<file path="src/rtl/input_conditioner_if.sv">
// rtl/input_conditioner_if.sv - raw board inputs and conditioned game-logic controls
interface input_conditioner_if;
    logic BTN_LEFT_RAW;
    logic BTN_RIGHT_RAW;
    logic BTN_A_RAW;
    logic BTN_B_RAW;
    logic SW_PAUSE_RAW;
    logic FRAME_DONE;
    logic LEFT_HELD;
    logic RIGHT_HELD;
    logic RELEASE_REQ;
    logic PAUSED;
    logic START_UPDATE;

    // master: board/renderer side that drives the raw inputs
    modport master (
        output BTN_LEFT_RAW, BTN_RIGHT_RAW, BTN_A_RAW, BTN_B_RAW, SW_PAUSE_RAW, FRAME_DONE,
        input  LEFT_HELD, RIGHT_HELD, RELEASE_REQ, PAUSED, START_UPDATE
    );

    modport slave (
        input  BTN_LEFT_RAW, BTN_RIGHT_RAW, BTN_A_RAW, BTN_B_RAW, SW_PAUSE_RAW, FRAME_DONE,
        output LEFT_HELD, RIGHT_HELD, RELEASE_REQ, PAUSED, START_UPDATE
    );
endinterface

</file>
<file path="src/rtl/input_conditioner.sv">
// rtl/input_conditioner.sv - synchronise, debounce and condition board inputs for game logic
module input_conditioner #(
    parameter int DEBOUNCE_CYCLES = 400000,
    parameter int SYNC_STAGES     = 2
) (
    input  logic                 CLK,
    input  logic                 RESET_N,
    input_conditioner_if.slave   io
);
    localparam int CW = $clog2(DEBOUNCE_CYCLES + 1);
    localparam int N  = 5;
    localparam int IDX_LEFT  = 0;
    localparam int IDX_RIGHT = 1;
    localparam int IDX_A     = 2;
    localparam int IDX_B     = 3;
    localparam int IDX_PAUSE = 4;

    logic [N-1:0] raw;
    logic [N-1:0] deb;

    assign raw = {io.SW_PAUSE_RAW, io.BTN_B_RAW, io.BTN_A_RAW, io.BTN_RIGHT_RAW, io.BTN_LEFT_RAW};

    for (genvar g = 0; g < N; g++) begin : g_in
        logic [SYNC_STAGES-1:0] sync_q;
        logic                   s_q;
        logic [CW-1:0]          cnt_q;
        logic                   synced;

        assign synced = sync_q[SYNC_STAGES-1];

        always_ff @(posedge CLK or negedge RESET_N) begin
            if (!RESET_N) begin
                sync_q <= '0;
            end else begin
                sync_q <= {sync_q[SYNC_STAGES-2:0], raw[g]};
            end
        end

        // Counter only runs while the synchronised level disagrees with the
        // debounced state; any agreement (a glitch ending) restarts it.
        always_ff @(posedge CLK or negedge RESET_N) begin
            if (!RESET_N) begin
                s_q   <= 1'b0;
                cnt_q <= '0;
            end else if (synced == s_q) begin
                cnt_q <= '0;
            end else if (cnt_q == CW'(DEBOUNCE_CYCLES - 1)) begin
                s_q   <= synced;
                cnt_q <= '0;
            end else begin
                cnt_q <= cnt_q + CW'(1);
            end
        end

        assign deb[g] = s_q;
    end

    logic left_q;
    logic right_q;
    logic paused_q;
    logic start_q;
    logic req_q;
    logic any_q;
    logic release_any;
    logic release_rise;

    assign release_any  = deb[IDX_A] | deb[IDX_B];
    assign release_rise = release_any & ~any_q;

    always_ff @(posedge CLK or negedge RESET_N) begin
        if (!RESET_N) begin
            left_q   <= 1'b0;
            right_q  <= 1'b0;
            paused_q <= 1'b0;
            start_q  <= 1'b0;
            any_q    <= 1'b0;
        end else begin
            left_q   <= deb[IDX_LEFT] & ~deb[IDX_RIGHT];
            right_q  <= deb[IDX_RIGHT] & ~deb[IDX_LEFT];
            paused_q <= deb[IDX_PAUSE];
            start_q  <= io.FRAME_DONE & ~paused_q;
            any_q    <= release_any;
        end
    end

    // A new press landing on the consuming frame must survive to the next frame,
    // so set takes priority over the START_UPDATE clear.
    always_ff @(posedge CLK or negedge RESET_N) begin
        if (!RESET_N) begin
            req_q <= 1'b0;
        end else if (release_rise) begin
            req_q <= 1'b1;
        end else if (start_q) begin
            req_q <= 1'b0;
        end
    end

    assign io.LEFT_HELD    = left_q;
    assign io.RIGHT_HELD   = right_q;
    assign io.PAUSED       = paused_q;
    assign io.START_UPDATE = start_q;
    assign io.RELEASE_REQ  = req_q;
endmodule
</file>
<file path="src/flat_wrapper.sv">
// flat-port wrapper written by rule: the top's interface ports become plain ports
module input_conditioner_flat 
#(
    parameter int DEBOUNCE_CYCLES = 400000,
    parameter int SYNC_STAGES     = 2
)
  (CLK, RESET_N, io_BTN_LEFT_RAW, io_BTN_RIGHT_RAW, io_BTN_A_RAW, io_BTN_B_RAW, io_SW_PAUSE_RAW, io_FRAME_DONE, io_LEFT_HELD, io_RIGHT_HELD, io_RELEASE_REQ, io_PAUSED, io_START_UPDATE);
  input_conditioner_if io_i ();
  input  logic CLK;
  input  logic RESET_N;
  input wire logic [$bits(io_i.BTN_LEFT_RAW)-1:0] io_BTN_LEFT_RAW;
  input wire logic [$bits(io_i.BTN_RIGHT_RAW)-1:0] io_BTN_RIGHT_RAW;
  input wire logic [$bits(io_i.BTN_A_RAW)-1:0] io_BTN_A_RAW;
  input wire logic [$bits(io_i.BTN_B_RAW)-1:0] io_BTN_B_RAW;
  input wire logic [$bits(io_i.SW_PAUSE_RAW)-1:0] io_SW_PAUSE_RAW;
  input wire logic [$bits(io_i.FRAME_DONE)-1:0] io_FRAME_DONE;
  output wire logic [$bits(io_i.LEFT_HELD)-1:0] io_LEFT_HELD;
  output wire logic [$bits(io_i.RIGHT_HELD)-1:0] io_RIGHT_HELD;
  output wire logic [$bits(io_i.RELEASE_REQ)-1:0] io_RELEASE_REQ;
  output wire logic [$bits(io_i.PAUSED)-1:0] io_PAUSED;
  output wire logic [$bits(io_i.START_UPDATE)-1:0] io_START_UPDATE;
  assign io_i.BTN_LEFT_RAW = io_BTN_LEFT_RAW;
  assign io_i.BTN_RIGHT_RAW = io_BTN_RIGHT_RAW;
  assign io_i.BTN_A_RAW = io_BTN_A_RAW;
  assign io_i.BTN_B_RAW = io_BTN_B_RAW;
  assign io_i.SW_PAUSE_RAW = io_SW_PAUSE_RAW;
  assign io_i.FRAME_DONE = io_FRAME_DONE;
  assign io_LEFT_HELD = io_i.LEFT_HELD;
  assign io_RIGHT_HELD = io_i.RIGHT_HELD;
  assign io_RELEASE_REQ = io_i.RELEASE_REQ;
  assign io_PAUSED = io_i.PAUSED;
  assign io_START_UPDATE = io_i.START_UPDATE;
  input_conditioner #(.DEBOUNCE_CYCLES(DEBOUNCE_CYCLES), .SYNC_STAGES(SYNC_STAGES)) u_core (.CLK(CLK), .RESET_N(RESET_N), .io(io_i));
endmodule
</file>
<file path="config.mk">
export PLATFORM = sky130hd
export DESIGN_NAME = input_conditioner_flat
export DESIGN_NICKNAME = d
export VERILOG_FILES = /design/src/rtl/input_conditioner_if.sv /design/src/rtl/input_conditioner.sv /design/src/flat_wrapper.sv
export SDC_FILE = /design/constraint.sdc
export NUM_CORES = 1
export LEC_CHECK = 0
export BUFFER_PORTS_ARGS = -buffer_cell sky130_fd_sc_hd__buf_4
export CAP_MARGIN = 20
export CELL_PAD_IN_SITES_DETAIL_PLACEMENT = 0
export CELL_PAD_IN_SITES_GLOBAL_PLACEMENT = 2
export CORE_MARGIN = 2
export CORE_UTILIZATION = 45
export CTS_CLUSTER_DIAMETER = 100
export DETAILED_ROUTE_END_ITERATION = 8
export MAX_ROUTING_LAYER = met4
export PLACE_DENSITY_LB_ADDON = 0.1
export SLEW_MARGIN = 10
export SYNTH_ARGS = -nofsm -noshare
export SYNTH_HDL_FRONTEND = slang
export SYNTH_SLANG_ARGS = --single-unit
export TNS_END_PERCENT = 20
</file>
<file path="constraint.sdc">
create_clock -name CLK -period 4.3 [get_ports CLK]
set_input_delay 0.215 -clock CLK [delete_from_list [all_inputs] [get_ports CLK]]
set_output_delay 0.215 -clock CLK [all_outputs]
set_load 0.03 [all_outputs]
</file>
==> results of run 1 <==
[registers in the layout, summed over array words and instances, names as in the netlist]
register / cells
u_core.g_in.sync_q: 10
u_core.io.PAUSED: 1
u_core.g_in.cnt_q: 95
u_core.any_q: 1
u_core.io.LEFT_HELD: 1
u_core.io.RIGHT_HELD: 1
u_core.io.RELEASE_REQ: 1
u_core.g_in.s_q: 5
u_core.io.START_UPDATE: 1
[power by group through the flow]
stage               clock [µW]  sequential, µW  combinational (µW)
global route              1590            1130                86.3
floorplan                    0            1140                34.3
global placement             0            1140                70.2
finish                    1500            1130                73.9
detailed placement           0            1140                71.6
CTS                       1530            1130                76.6
[area by class of cell]
cell class | count | area (µm²) | area share (%)
timing repair buffer | 22 | 183.9 | 2.827
tap | 147 | 183.9 | 2.827
multi-input combinational | 399 | 2530 | 38.89
sequential | 116 | 2903 | 44.62
inverter | 19 | 71.32 | 1.096
clock buffer | 22 | 484.2 | 7.444
clock inverter | 8 | 148.9 | 2.289
[logic make-up (layout without fill, tap and decap cells)]
group,Yosys count,after routing
adders and majority gates,5,5
DFF,116,116
buffers and inverters,28,71
xor gates and xnor gates,73,73
AOI/OAI and AO/OA,40,40
and+or+nand+nor,276,276
muxes,5,5
[per-layer routing]
metal	up-vias	part of all wire, %
met5	-	0
li1	1993	-
met4	0	1.2
met1	1986	51
met2	43	45
met3	13	3.1
[stage by stage]
step	setup slack, ns	instance area, µm²	hold WS, ns	total power (µW)	std cells
floorplan	2.539	5554	-0.08059	1175	543
global placement	2.113	5793	0.1726	1213	695
detailed placement	2.079	5804	0.1768	1215	696
CTS	2.093	6497	0.07921	2730	732
global route	2.006	6505	0.07770	2802	733
finish	2.168	6505	0.08901	2701	733
[placed cells by master, fill, tap and decap left out, drive strengths merged, types with 2 or more instances in the layout]
cell / netlist / layout
a21boi: 2 / 2
o41ai: 2 / 2
xnor2: 54 / 54
clkinvlp: 0 / 2
dfrtp: 116 / 116
mux2: 5 / 5
nand4bb: 3 / 3
nand4b: 2 / 2
nor2: 88 / 88
dlygate4sd3: 0 / 6
nor3b: 3 / 3
nand4: 26 / 26
ha: 5 / 5
nand3: 34 / 34
o221a: 4 / 4
nand2: 28 / 28
o31ai: 2 / 2
or3: 17 / 17
xor2: 19 / 19
nor3: 17 / 17
a21oi: 11 / 11
or4b: 2 / 2
nor4bb: 5 / 5
clkbuf: 3 / 22
and4: 4 / 4
bufinv: 0 / 4
buf: 6 / 16
nor2b: 4 / 4
nor4b: 4 / 4
and2: 3 / 3
nor4: 22 / 22
and3: 9 / 9
o211a: 2 / 2
o21ai: 13 / 13
or4: 3 / 3
inv: 19 / 19
clkinv: 0 / 2
[worst max path at each step]
| stage | from | end | slack [ns] | depth (start not counted) |
|---|---|---|---|---|
| after floorplan | u_core.g_in[3].cnt_q[7]$_DFF_PN0_ | u_core.g_in[3].s_q$_DFFE_PN0P_ | 2.54 | 4 |
| after global placement | u_core.g_in[2].cnt_q[7]$_DFF_PN0_ | u_core.g_in[2].cnt_q[3]$_DFF_PN0_ | 2.11 | 4 |
| after detailed placement | u_core.g_in[1].cnt_q[11]$_DFF_PN0_ | u_core.g_in[1].cnt_q[8]$_DFF_PN0_ | 2.08 | 4 |
| after CTS | u_core.g_in[1].cnt_q[11]$_DFF_PN0_ | u_core.g_in[1].cnt_q[10]$_DFF_PN0_ | 2.09 | 4 |
| after global routing | u_core.g_in[0].cnt_q[0]$_DFF_PN0_ | u_core.g_in[0].cnt_q[18]$_DFF_PN0_ | 2.01 | 5 |
| final | u_core.g_in[0].cnt_q[14]$_DFF_PN0_ | u_core.g_in[0].cnt_q[18]$_DFF_PN0_ | 2.17 | 3 |
==> summary.txt, run 1 <==
Outcome
  – Status: finished, final reports clean

Global routing
  – First-pass GRT wire length: 18830 µm
  – Met2 Track Usage GR: 26.20%
  – GRT Util Overall: 18.78%
  – Antenna violations before repair: 0
  – Largest net degree at the start of global routing: 51
  – Number of global-route vias before repair: 3893
  – Grt met3 use: 5.377%
  – Overflow after GRT: 0
  – M1 GR Usage: 25.96%
  – GR peak layer: met2

Logic synthesis
  – Synth Area per Inst: 10.23 µm²
  – Top cells by count, synth: dfrtp_1, nor2_1, xnor2_1
  – Simple-gate share of the synthesized area: 26.83%
  – Count leader, synth: dfrtp_1
  – Async S/R FF share, synth: 100.0%
  – Synth Register Bits: 116
  – Synth top area cells: dfrtp_1, xnor2_1, nor2_1, nand3_1, xor2_1
  – YS warnings: 0
  – Ys flop type: dfrtp_1
  – Synth Area in XOR/XNOR: 11.51%
  – Mux contribution to synthesized area: 1.014%
  – Net count after synthesis: 556
  – Share of the synthesized area in the top cell type: 52.26%
  – Register area share after synthesis: 52.26%
  – Mapped Area: 5554 µm²
  – Number of synthesized flops with an enable pin: 0
  – Gate Count Post-Synth: 543
  – Largest family of logic cells by synthesized area: simple AND/OR/NAND/NOR gates
  – Post-synth cell types: 50
  – Synth Area in Compound Gates: 5.069%
  – Synth Area in Adders: 1.126%
  – Synth area leader: dfrtp_1

Routing
  – Vias: 4035
  – Initial detailed-routing violation count: 254
  – # DRC: 0
  – Vias per cell: 5.505
  – Drt pass-1 iters: 4
  – Post-route ant nets: 0
  – Routed len/inst: 14.90 µm
  – Post-Route WL: 10920 µm

Timing
  – Worst slew pin tran: 0.7448 ns
  – Tcrit/Tclk final: 49.58%
  – Fmax: 0.4691 GHz
  – Max_slew headroom: 50.34%
  – RSZ-0062 raised after global routing: no
  – Final Hold Vio Count: 0
  – Minimum clock period: 2.132 ns
  – Final Skew: 0.007287 ns
  – Setup Viol. Count Final: 0
  – Post-route setup TNS: 0 ns
  – Final Slew Violations: 0

Clock network
  – Clock slew at reported path FFs: 0.05 ns
  – CTS tree: done
  – Post-CTS Setup Inserts: 0
  – Clock Tree Buf Depth: 2
  – Clk Latency, worst-skew pair: 0.41 ns
  – Post-CTS Hold Buffers: 6
  – CTS Buf Count: 17
  – Clock Sinks: 116
  – Post-cts resize count: 0
  – H-tree depth: 4
  – Root buf cell: clkbuf_16

Hold path
  – Hold_sp: io_FRAME_DONE
  – Hold Path End: u_core.io.START_UPDATE$_DFF_PN0_
  – Hold depth: 2
  – Hold/Removal Path Class: input port to flip-flop

Power
  – Clock share of power: 55.6%
  – Sequential power share: 41.7%
  – Comb power frac: 2.7%
  – Worst vdd ir: 0.0003757 V
  – P per Cell Area: 415.2 nW/µm²
  – Net Sw Frac: 20.10%
  – Net switching power: 543.0 µW
  – P_leak: 0.002646 µW
  – Pint: 2158 µW

Floorplanning
  – Die H: 115.1 µm
  – Boundary pin count: 13
  – CORE AREA: 12010 µm²
  – Area of the die: 13250 µm²
  – Site Rows: 40
  – Initial Utilization: 46.24%
  – Die width: 115.1 µm

Place
  – IO buf count: 12
  – Final GP Congestion: 0.7926
  – Post-DP HPWL: 7232 µm

Worst setup path
  – Launch point of the worst reg-to-reg path: u_core.g_in[0].cnt_q[14]$_DFF_PN0_
  – Max incr delay on CP: 0.70 ns
  – Crit-path leading delay family: compound AO/OA/AOI/OAI gates
  – Crit. End Element: flip-flop
  – Crit-path slowest cell: or4b_2
  – Startpoint class of the critical path: flip-flop
  – Reg2Reg Depth: 3
  – Critical-path maximum fanout: 18
  – Buf/Inv on CP: 0
  – FF-to-FF setup slack: 2.17 ns
  – Kind of critical path: flip-flop to flip-flop
  – CP required: 4.60 ns
  – Worst EP arrival: 2.43 ns
  – Critical-path cell list: or4b_2 -> o21ai_2 -> o21ba_2
  – R2R Path End: u_core.g_in[0].cnt_q[18]$_DFF_PN0_

Finish
  – Share of layout cells above drive strength 1: 11.43%
  – N_diodes: 0
  – Final nets: 588
  – Area growth from synthesis to layout: 17.12%
  – Fill count: 1065
  – Final Util: 54.16%

Job
  – Maxcap violations: 0
(Power assumes the default switching activity.)
==> inputs of run 2 (changes only) <==
--- a/config.mk
+++ b/config.mk
@@ -5,12 +5,13 @@
 export SDC_FILE = /design/constraint.sdc
 export NUM_CORES = 1
 export LEC_CHECK = 0
+export ABC_AREA = 1
 export BUFFER_PORTS_ARGS = -buffer_cell sky130_fd_sc_hd__buf_4
 export CAP_MARGIN = 20
 export CELL_PAD_IN_SITES_DETAIL_PLACEMENT = 0
 export CELL_PAD_IN_SITES_GLOBAL_PLACEMENT = 2
 export CORE_MARGIN = 2
-export CORE_UTILIZATION = 45
+export CORE_UTILIZATION = 34
 export CTS_CLUSTER_DIAMETER = 100
 export DETAILED_ROUTE_END_ITERATION = 8
 export MAX_ROUTING_LAYER = met4
==> constraint.sdc (replaced) <==
create_clock -name CLK -period 1.9 [get_ports CLK]
set_input_delay 0.095 -clock CLK [delete_from_list [all_inputs] [get_ports CLK]]
set_output_delay 0.095 -clock CLK [all_outputs]
set_load 0.03 [all_outputs]
==> run 2 against run 1 <==
Effect of this change: non-clock buffer count increased by 5; highest routed layer unchanged; hold slack improved by 0.0083 ns; count of clock-buffer cells in the layout increased by 2; combinational power increased to 2.7 times the previous value; clock power increased by 95%; utilization decreased by 13 points; via count increased by 15%.
==> summary.txt, run 2 <==
Power
  – P_leak: 0.003136 µW (+19%)
  – Worst vdd ir: 0.0007024 V (+87%)
  – Total power: 5651 µW (+110%)
  – P per Cell Area: 806.1 nW/µm² (+94%)

Floorplanning
  – Site Rows: 48 (+20%)
  – Area of the die: 18600 µm² (+40%)
  – Die width: 136.4 µm (+18%)
  – Boundary pin count: 13 (unchanged)
  – Die H: 136.4 µm (+18%)
  – CORE AREA: 17240 µm² (+43%)
  – Initial Utilization: 34.56% (-12 points)

Logic synthesis
  – Largest family of logic cells by synthesized area: simple AND/OR/NAND/NOR gates
  – Synth Area in Adders: 1.050% (-0.076 points)
  – Mux contribution to synthesized area: 0% (-1.0 points)
  – Gate Count Post-Synth: 741 (+36%)
  – Post-synth cell types: 24 (-52%)
  – Share of the synthesized area in the top cell type: 48.73% (-3.5 points)
  – Register area share after synthesis: 48.73% (-3.5 points)
  – Simple-gate share of the synthesized area: 33.69% (+6.9 points)
  – Synth Area per Inst: 8.039 µm² (-21%)
  – YS warnings: 0 (unchanged)
  – Number of synthesized flops with an enable pin: 0 (unchanged)
  – Mapped Area: 5957 µm² (+7.3%)
  – Synth top area cells: dfrtp_1, nor2_1, nand2_1, inv_1, xor2_1
  – Count leader, synth: nor2_1
  – Top cells by count, synth: nor2_1, nand2_1, dfrtp_1
  – Synth Area in XOR/XNOR: 7.834% (-3.7 points)
  – Async S/R FF share, synth: 100.0% (unchanged)
  – Synth Area in Compound Gates: 2.899% (-2.2 points)
  – Net count after synthesis: 754 (+36%)
  – Synth Register Bits: 116 (unchanged)
  – Ys flop type: dfrtp_1
  – Synth area leader: dfrtp_1

Timing
  – Minimum clock period: 1.513 ns (-0.6189 ns)
  – Fmax: 0.6610 GHz (+41%)
  – Final Skew: 0.005388 ns (-0.001900 ns)
  – Setup Viol. Count Final: 0 (unchanged)
  – Worst slew pin tran: 0.3782 ns (-0.3666 ns)
  – Max_slew headroom: 74.59% (+24 points)
  – Tcrit/Tclk final: 79.62% (+30 points)
  – Final Hold Vio Count: 0 (unchanged)
  – RSZ-0062 raised after global routing: no
  – Post-route setup TNS: 0 ns (unchanged)
  – Final Slew Violations: 0 (unchanged)

Worst setup path
  – Worst EP arrival: 1.80 ns (-0.63 ns)
  – Buf/Inv on CP: 1 (+1)
  – Max incr delay on CP: 0.36 ns (-0.34 ns)
  – Startpoint class of the critical path: flip-flop
  – Crit. End Element: flip-flop
  – CP required: 2.19 ns (-2.41 ns)
  – Critical Path Source: u_core.g_in[1].cnt_q[0]$_DFF_PN0_
  – Kind of critical path: flip-flop to flip-flop
  – Launch point of the worst reg-to-reg path: u_core.g_in[1].cnt_q[0]$_DFF_PN0_
  – Critical-path maximum fanout: 9 (-9)
  – Crit-path slowest cell: dfrtp_1
  – Critical-path cell list: ha_1 -> nand2_1 -> inv_1 -> nand2_1 -> nor2_1 -> nand3_1 -> nand2_2 -> nor2_1
  – Crit-path leading delay family: simple AND/OR/NAND/NOR gates

Place
  – Final GP Congestion: 0.8240 (+4.0%)
  – Placed cell area: 6414 µm² (+10%)
  – IO buf count: 12 (unchanged)
  – Placed cells: 986 (+42%)
  – Post-DP HPWL: 9796 µm (+35%)

Clock network
  – H-tree depth: 4 (unchanged)
  – Clock slew at reported path FFs: 0.05 ns (about the same)
  – Clock Sinks: 116 (unchanged)
  – CTS tree: done
  – CTS Buf Count: 17 (unchanged)
  – Root buf cell: clkbuf_16
  – Clock Tree Buf Depth: 2 (unchanged)
  – Post-cts resize count: 0 (unchanged)
  – Clk Latency, worst-skew pair: 0.41 ns (about the same)

Finish
  – Area growth from synthesis to layout: 17.69%
  – Share of layout cells above drive strength 1: 12.66% (+1.2 points)
  – Post-route design area: 7010 µm² (+7.8%)
  – Top reg by flops: u_core.g_in.cnt_q
  – Biggest regs: u_core.g_in.cnt_q (95), u_core.g_in.sync_q (10), u_core.g_in.s_q (5)
  – N_diodes: 0 (unchanged)
  – Largest register FFs: 95 (unchanged)
  – Final Util: 40.67% (-13 points)
  – Final nets: 800 (+36%)
  – Most common cell after layout, fill and taps aside: nor2_1
  – Most frequent cells in the layout: nor2_1, nand2_1, dfrtp_1, inv_1, nand3_1
  – Final std cells w/o fill: 1023 (+40%)

Job
  – Maxcap violations: 0 (unchanged)

Outcome
  – Status: finished, final reports clean

Global routing
  – Antenna violations before repair: 0 (unchanged)
  – Number of global-route vias before repair: 4678 (+20%)
  – Largest net degree at the start of global routing: 48 (-5.9%)
  – Overflow after GRT: 0 (unchanged)
  – GRT Util Overall: 16.60% (-2.2 points)
  – First-pass GRT wire length: 23250 µm (+23%)

Routing
  – Initial detailed-routing violation count: 193 (-24%)
  – Drt pass-1 iters: 5 (+1)
  – Vias: 4641 (+15%)
  – Post-Route WL: 13380 µm (+22%)
  – Vias per cell: 4.537 (-18%)
  – Routed len/inst: 13.08 µm (-12%)
  – # DRC: 0 (unchanged)
  – Post-route ant nets: 0 (unchanged)

Hold path
  – Hold/Removal Path Class: input port to asynchronous set/reset pin
run 2: cell count changes in the layout (fill, tap and decap cells not counted), sizes merged, moves of 13 or more:
| cell | delta |
|---|---|
| nor2 | +117 |
| xor2 | +13 |
| inv | +73 |
| nand2 | +131 |
| nor4 | -22 |
| xnor2 | -37 |
| or3 | -17 |
run 2: cell type report:
| class | count | area [µm²] |
|---|---|---|
| inverters | 92 | 345.3 |
| clock inverters | 6 | 55.05 |
| multi-input cells | 533 | 2709 |
| well taps | 225 | 281.5 |
| fillers | 1788 | 10230 |
| flip-flops and latches | 116 | 2903 |
| clock buffers | 24 | 471.7 |
| repair buffers | 27 | 245.2 |
run 2: stage by stage:
step	worst slack, ns	hold slack (ns)
floorplan	0.6005	-0.2006
finish	0.3872	0.09732
detailed placement	0.3879	-0.01084
CTS	0.3749	0.08809
global route	0.1968	0.1125
global placement	0.4307	-0.01271
run 2: worst paths after layout:
check                                                endpoint  slack, ns  cells past startpoint
setup / recovery           u_core.g_in[1].cnt_q[12]$_DFF_PN0_       0.39                      8
hold / removal             u_core.g_in[1].cnt_q[13]$_DFF_PN0_        0.1                      2
setup reg to reg           u_core.g_in[1].cnt_q[12]$_DFF_PN0_       0.39                      8
hold reg to reg            u_core.g_in[4].sync_q[1]$_DFF_PN0_       0.35                      0
max in group asynchronous   u_core.g_in[4].cnt_q[8]$_DFF_PN0_       1.19                      3
min in group CLK           u_core.g_in[0].sync_q[0]$_DFF_PN0_       0.33                      2
run 2: power by group:
| part | switching [µW] | internal (µW) |
|---|---|---|
| logic | 128 | 70.3 |
| registers | 26.2 | 2510 |
| clock network | 1080 | 1840 |
| total | 1230 | 4420 |
run 2: layer usage:
metal | global-route usage [%] | vias up | wire (µm)
met5 | - | - | 0
met1 | 22.46 | 2174 | 6781
met4 | 5.035 | 0 | 148
met2 | 24.71 | 54 | 6045
met3 | 3.915 | 9 | 402
li1 | - | 2404 | -
run 2: logic make-up (layout without fill, tap and decap cells):
logic type | after synthesis | count (layout)
simple gates | 446 | 446
flops | 116 | 116
buf+inv | 92 | 149
xor+xnor | 49 | 49
compound gates | 33 | 33
fa+ha+maj | 5 | 5
run 2: what timing repair did:
| item | in CTS | in global routing |
|---|---|---|
| hold endpoints to repair | 122 | 0 |
| hold buffers | 7 | 0 |
| endpoints found under the setup margin | 0 | 0 |
| setup buffers | 0 | 0 |
==> inputs of run 3 (changes only) <==
==> constraint.sdc (replaced) <==
create_clock -name CLK -period 1.35 [get_ports CLK]
set_input_delay 0.0675 -clock CLK [delete_from_list [all_inputs] [get_ports CLK]]
set_output_delay 0.0675 -clock CLK [all_outputs]
set_load 0.03 [all_outputs]
==> run 3 against run 2 <==
Effect of this change: the run now ends with negative setup slack left; via count increased by 6.4%; hold slack better by 0.11 ns; setup slack worse by 0.39 ns; fmax is 12% higher; sequential share of layout area is 4.7 points lower; count of clock-buffer cells in the layout is 2 lower; register-to-register slack got worse by 0.39 ns; critical endpoint is now u_core.g_in[1].cnt_q[18]$_DFF_PN0_; highest routed layer unchanged.
==> summary.txt, run 3 (same netlist as run 2, synthesis figures left out) <==
Outcome
  – Status: complete, but fails checks
  – Failing checks: negative setup slack

Timing
  – Fmax: 0.7397 GHz (+12%)
  – Post-route setup slack: -0.001866 ns (-0.3890 ns)
  – Max_slew headroom: 74.92% (+0.33 points)
  – Final Hold Vio Count: 0 (unchanged)
  – Final Skew: 0.007471 ns (+0.002083 ns)
  – Worst slew pin tran: 0.3733 ns (-0.004952 ns)
  – RSZ-0062 raised after global routing: yes
  – Tcrit/Tclk final: 100.1% (+21 points)
  – Final Slew Violations: 0 (unchanged)
  – Minimum clock period: 1.352 ns (-0.1610 ns)
  – Post-route setup TNS: -0.001866 ns (-0.001866 ns)
  – Setup Viol. Count Final: 1 (+1)

Finish
  – Biggest regs: u_core.g_in.cnt_q (95), u_core.g_in.sync_q (10), u_core.g_in.s_q (5)
  – N_diodes: 0 (unchanged)
  – Area growth from synthesis to layout: 33.02%
  – Post-route design area: 7924 µm² (+13%)
  – Largest register FFs: 95 (unchanged)
  – Most common cell after layout, fill and taps aside: nor2_1
  – Share of layout cells above drive strength 1: 26.39% (+14 points)
  – Multi-input combinational cell area: 3053 µm² (+13%)
  – Top reg by flops: u_core.g_in.cnt_q
  – Register area: 2910 µm² (+0.26%)
  – Fill count: 1707 (-4.5%)
  – Most frequent cells in the layout: nor2_1, nand2_1, dfrtp_1, inv_1, buf_4
  – Final nets: 865 (+8.1%)

Power
  – Pint: 6831 µW (+55%)
  – Clock share of power: 55.0% (+3.4 points)
  – Sequential power share: 41.2% (-3.7 points)
  – Comb power frac: 3.8% (+0.3 points)
  – P_leak: 0.003606 µW (+15%)
  – Net switching power: 1838 µW (+49%)
  – P per Cell Area: 1094 nW/µm² (+36%)
  – Net Sw Frac: 21.20% (-0.59 points)
  – Worst vdd ir: 0.0008314 V (+18%)

Routing
  – Initial detailed-routing violation count: 212 (+9.8%)
  – Routed len/inst: 13.07 µm (about the same)
  – Post-route ant nets: 0 (unchanged)
  – Vias: 4939 (+6.4%)
  – # DRC: 0 (unchanged)
  – Post-Route WL: 14240 µm (+6.4%)
  – Drt pass-1 iters: 4 (-1)
  – Vias per cell: 4.535 (about the same)

Global routing
  – GRT Util Overall: 16.88% (+0.28 points)
  – Number of global-route vias before repair: 4850 (+3.7%)
  – First-pass GRT wire length: 23690 µm (+1.9%)
  – Largest net degree at the start of global routing: 67 (+40%)
  – Antenna violations before repair: 0 (unchanged)
  – Overflow after GRT: 0 (unchanged)

Place
  – Placed cell area: 6819 µm² (+6.3%)
  – Post-DP HPWL: 10130 µm (+3.4%)
  – Final GP Congestion: 0.7876 (-4.4%)
  – IO buf count: 12 (unchanged)

Clock network
  – CTS tree: done
  – Clock Tree Buf Depth: 2 (unchanged)
  – Clock slew at reported path FFs: 0.05 ns (about the same)
  – Clock Sinks: 116 (unchanged)
  – Clk Latency, worst-skew pair: 0.41 ns (about the same)
  – CTS Buf Count: 17 (unchanged)
  – H-tree depth: 4 (unchanged)
  – Root buf cell: clkbuf_16

Worst setup path
  – Startpoint class of the critical path: flip-flop
  – Buf/Inv on CP: 0 (-1)
  – CP required: 1.65 ns (-0.54 ns)
  – Worst EP arrival: 1.65 ns (-0.15 ns)
  – Crit-path slowest cell: dfrtp_1
  – Critical-path cell list: ha_4 -> nand2_4 -> nor2_4 -> nand2_4 -> nor2_4 -> nand3_1 -> nand3_1 -> nor2_1
  – Crit-path leading delay family: simple AND/OR/NAND/NOR gates
  – Max incr delay on CP: 0.40 ns (+0.04 ns)
  – Kind of critical path: flip-flop to flip-flop
  – Critical-path maximum fanout: 4 (-5)
  – Crit. End Element: flip-flop

Floorplanning
  – Die width: 136.4 µm (unchanged)
  – Initial Utilization: 34.56% (unchanged)
  – Area of the die: 18600 µm² (unchanged)
  – Die H: 136.4 µm (unchanged)
  – CORE AREA: 17240 µm² (unchanged)
  – Boundary pin count: 13 (unchanged)
  – Site Rows: 48 (unchanged)

Hold path
  – Hold/Removal Path Class: input port to asynchronous set/reset pin

Job
  – Maxcap violations: 0 (unchanged)
==> run 3: changes by cell type in the layout (fill, tap and decap cells not counted), moves of 9 or more <==
cell     delta
nor2_1     -19
buf_4      +61
nor2_4     +15
nand3_1     -9
nand2_1     -9
nand2_4    +12
==> run 3: final timing paths <==
check                                                         from                                 end  slack (ns)  cells past startpoint
worst max-delay path             u_core.g_in[1].cnt_q[1]$_DFF_PN0_  u_core.g_in[1].cnt_q[18]$_DFF_PN0_      -0.002                      8
worst min-delay path                                       RESET_N  u_core.g_in[2].cnt_q[13]$_DFF_PN0_        0.21                      3
worst max register to register   u_core.g_in[1].cnt_q[1]$_DFF_PN0_  u_core.g_in[1].cnt_q[18]$_DFF_PN0_      -0.002                      8
worst min register to register  u_core.g_in[1].sync_q[0]$_DFF_PN0_  u_core.g_in[1].sync_q[1]$_DFF_PN0_        0.35                      0
max in group asynchronous                                  RESET_N  u_core.g_in[4].cnt_q[10]$_DFF_PN0_        0.81                      3
min in group CLK                                   io_SW_PAUSE_RAW  u_core.g_in[4].sync_q[0]$_DFF_PN0_        0.31                      2
==> run 3: per-stage QoR <==
stage / util, % / setup WS (ns) / hold slack, ns / cells / power, µW
finish: 45.97 / -0.001866 / 0.2056 / 1089 / 8669
global placement: 39.56 / -0.05445 / 0.09529 / 1040 / 3910
CTS: 43.92 / -0.01748 / 0.2116 / 1079 / 8772
global route: 45.97 / -0.1153 / 0.2252 / 1089 / 9020
floorplan: - / 0.05050 / -0.2281 / 741 / 3737
detailed placement: 39.56 / -0.1318 / 0.09295 / 1040 / 3920
==> run 3: worst reg2reg max path, delay by kind of cell (launching register included) <==
| kind | cells | cell delay (ns) |
|---|---|---|
| flip-flops | 1 | 0.40 |
| adder cells (fa/ha/maj) | 1 | 0.17 |
| AND/OR/NAND/NOR | 7 | 0.68 |
==> run 3: layer usage <==
| layer | part of all wire, % | wire length [µm] | vias to the layer above | GRT usage, % |
|---|---|---|---|---|
| met3 | 2.8 | 395 | 15 | 4.101 |
| li1 | - | - | 2540 | - |
| met4 | 0.91 | 129 | 0 | 4.282 |
| met1 | 49 | 7037 | 2331 | 22.67 |
| met2 | 47 | 6673 | 53 | 25.66 |
| met5 | 0 | 0 | - | - |
==> run 3: power groups by stage <==
| stage | Sequential, µW | Clock, µW | Combinational [µW] |
|---|---|---|---|
| floorplan | 3630 | 0 | 111 |
| global placement | 3630 | 0 | 284 |
| detailed placement | 3630 | 0 | 290 |
| CTS | 3570 | 4890 | 312 |
| global route | 3580 | 5070 | 375 |
| finish | 3570 | 4770 | 328 |
==> run 3: what timing repair did <==
item	in CTS	in global routing
gates resized for setup	13	82
setup endpoints to repair	35	84
buffers inserted	0	8
pin swaps	2	40
hold buffers	7	0
hold endpoints to repair	122	0
cloned	1	2
==> run 3: cell type report <==
type	instances	area share (%)
multi-input cells	536	38.53
clock inverters	9	1.926
inverters	92	4.390
flip-flops and latches	116	36.73
well taps	225	3.553
repair buffers	89	9.016
clock buffers	22	5.858
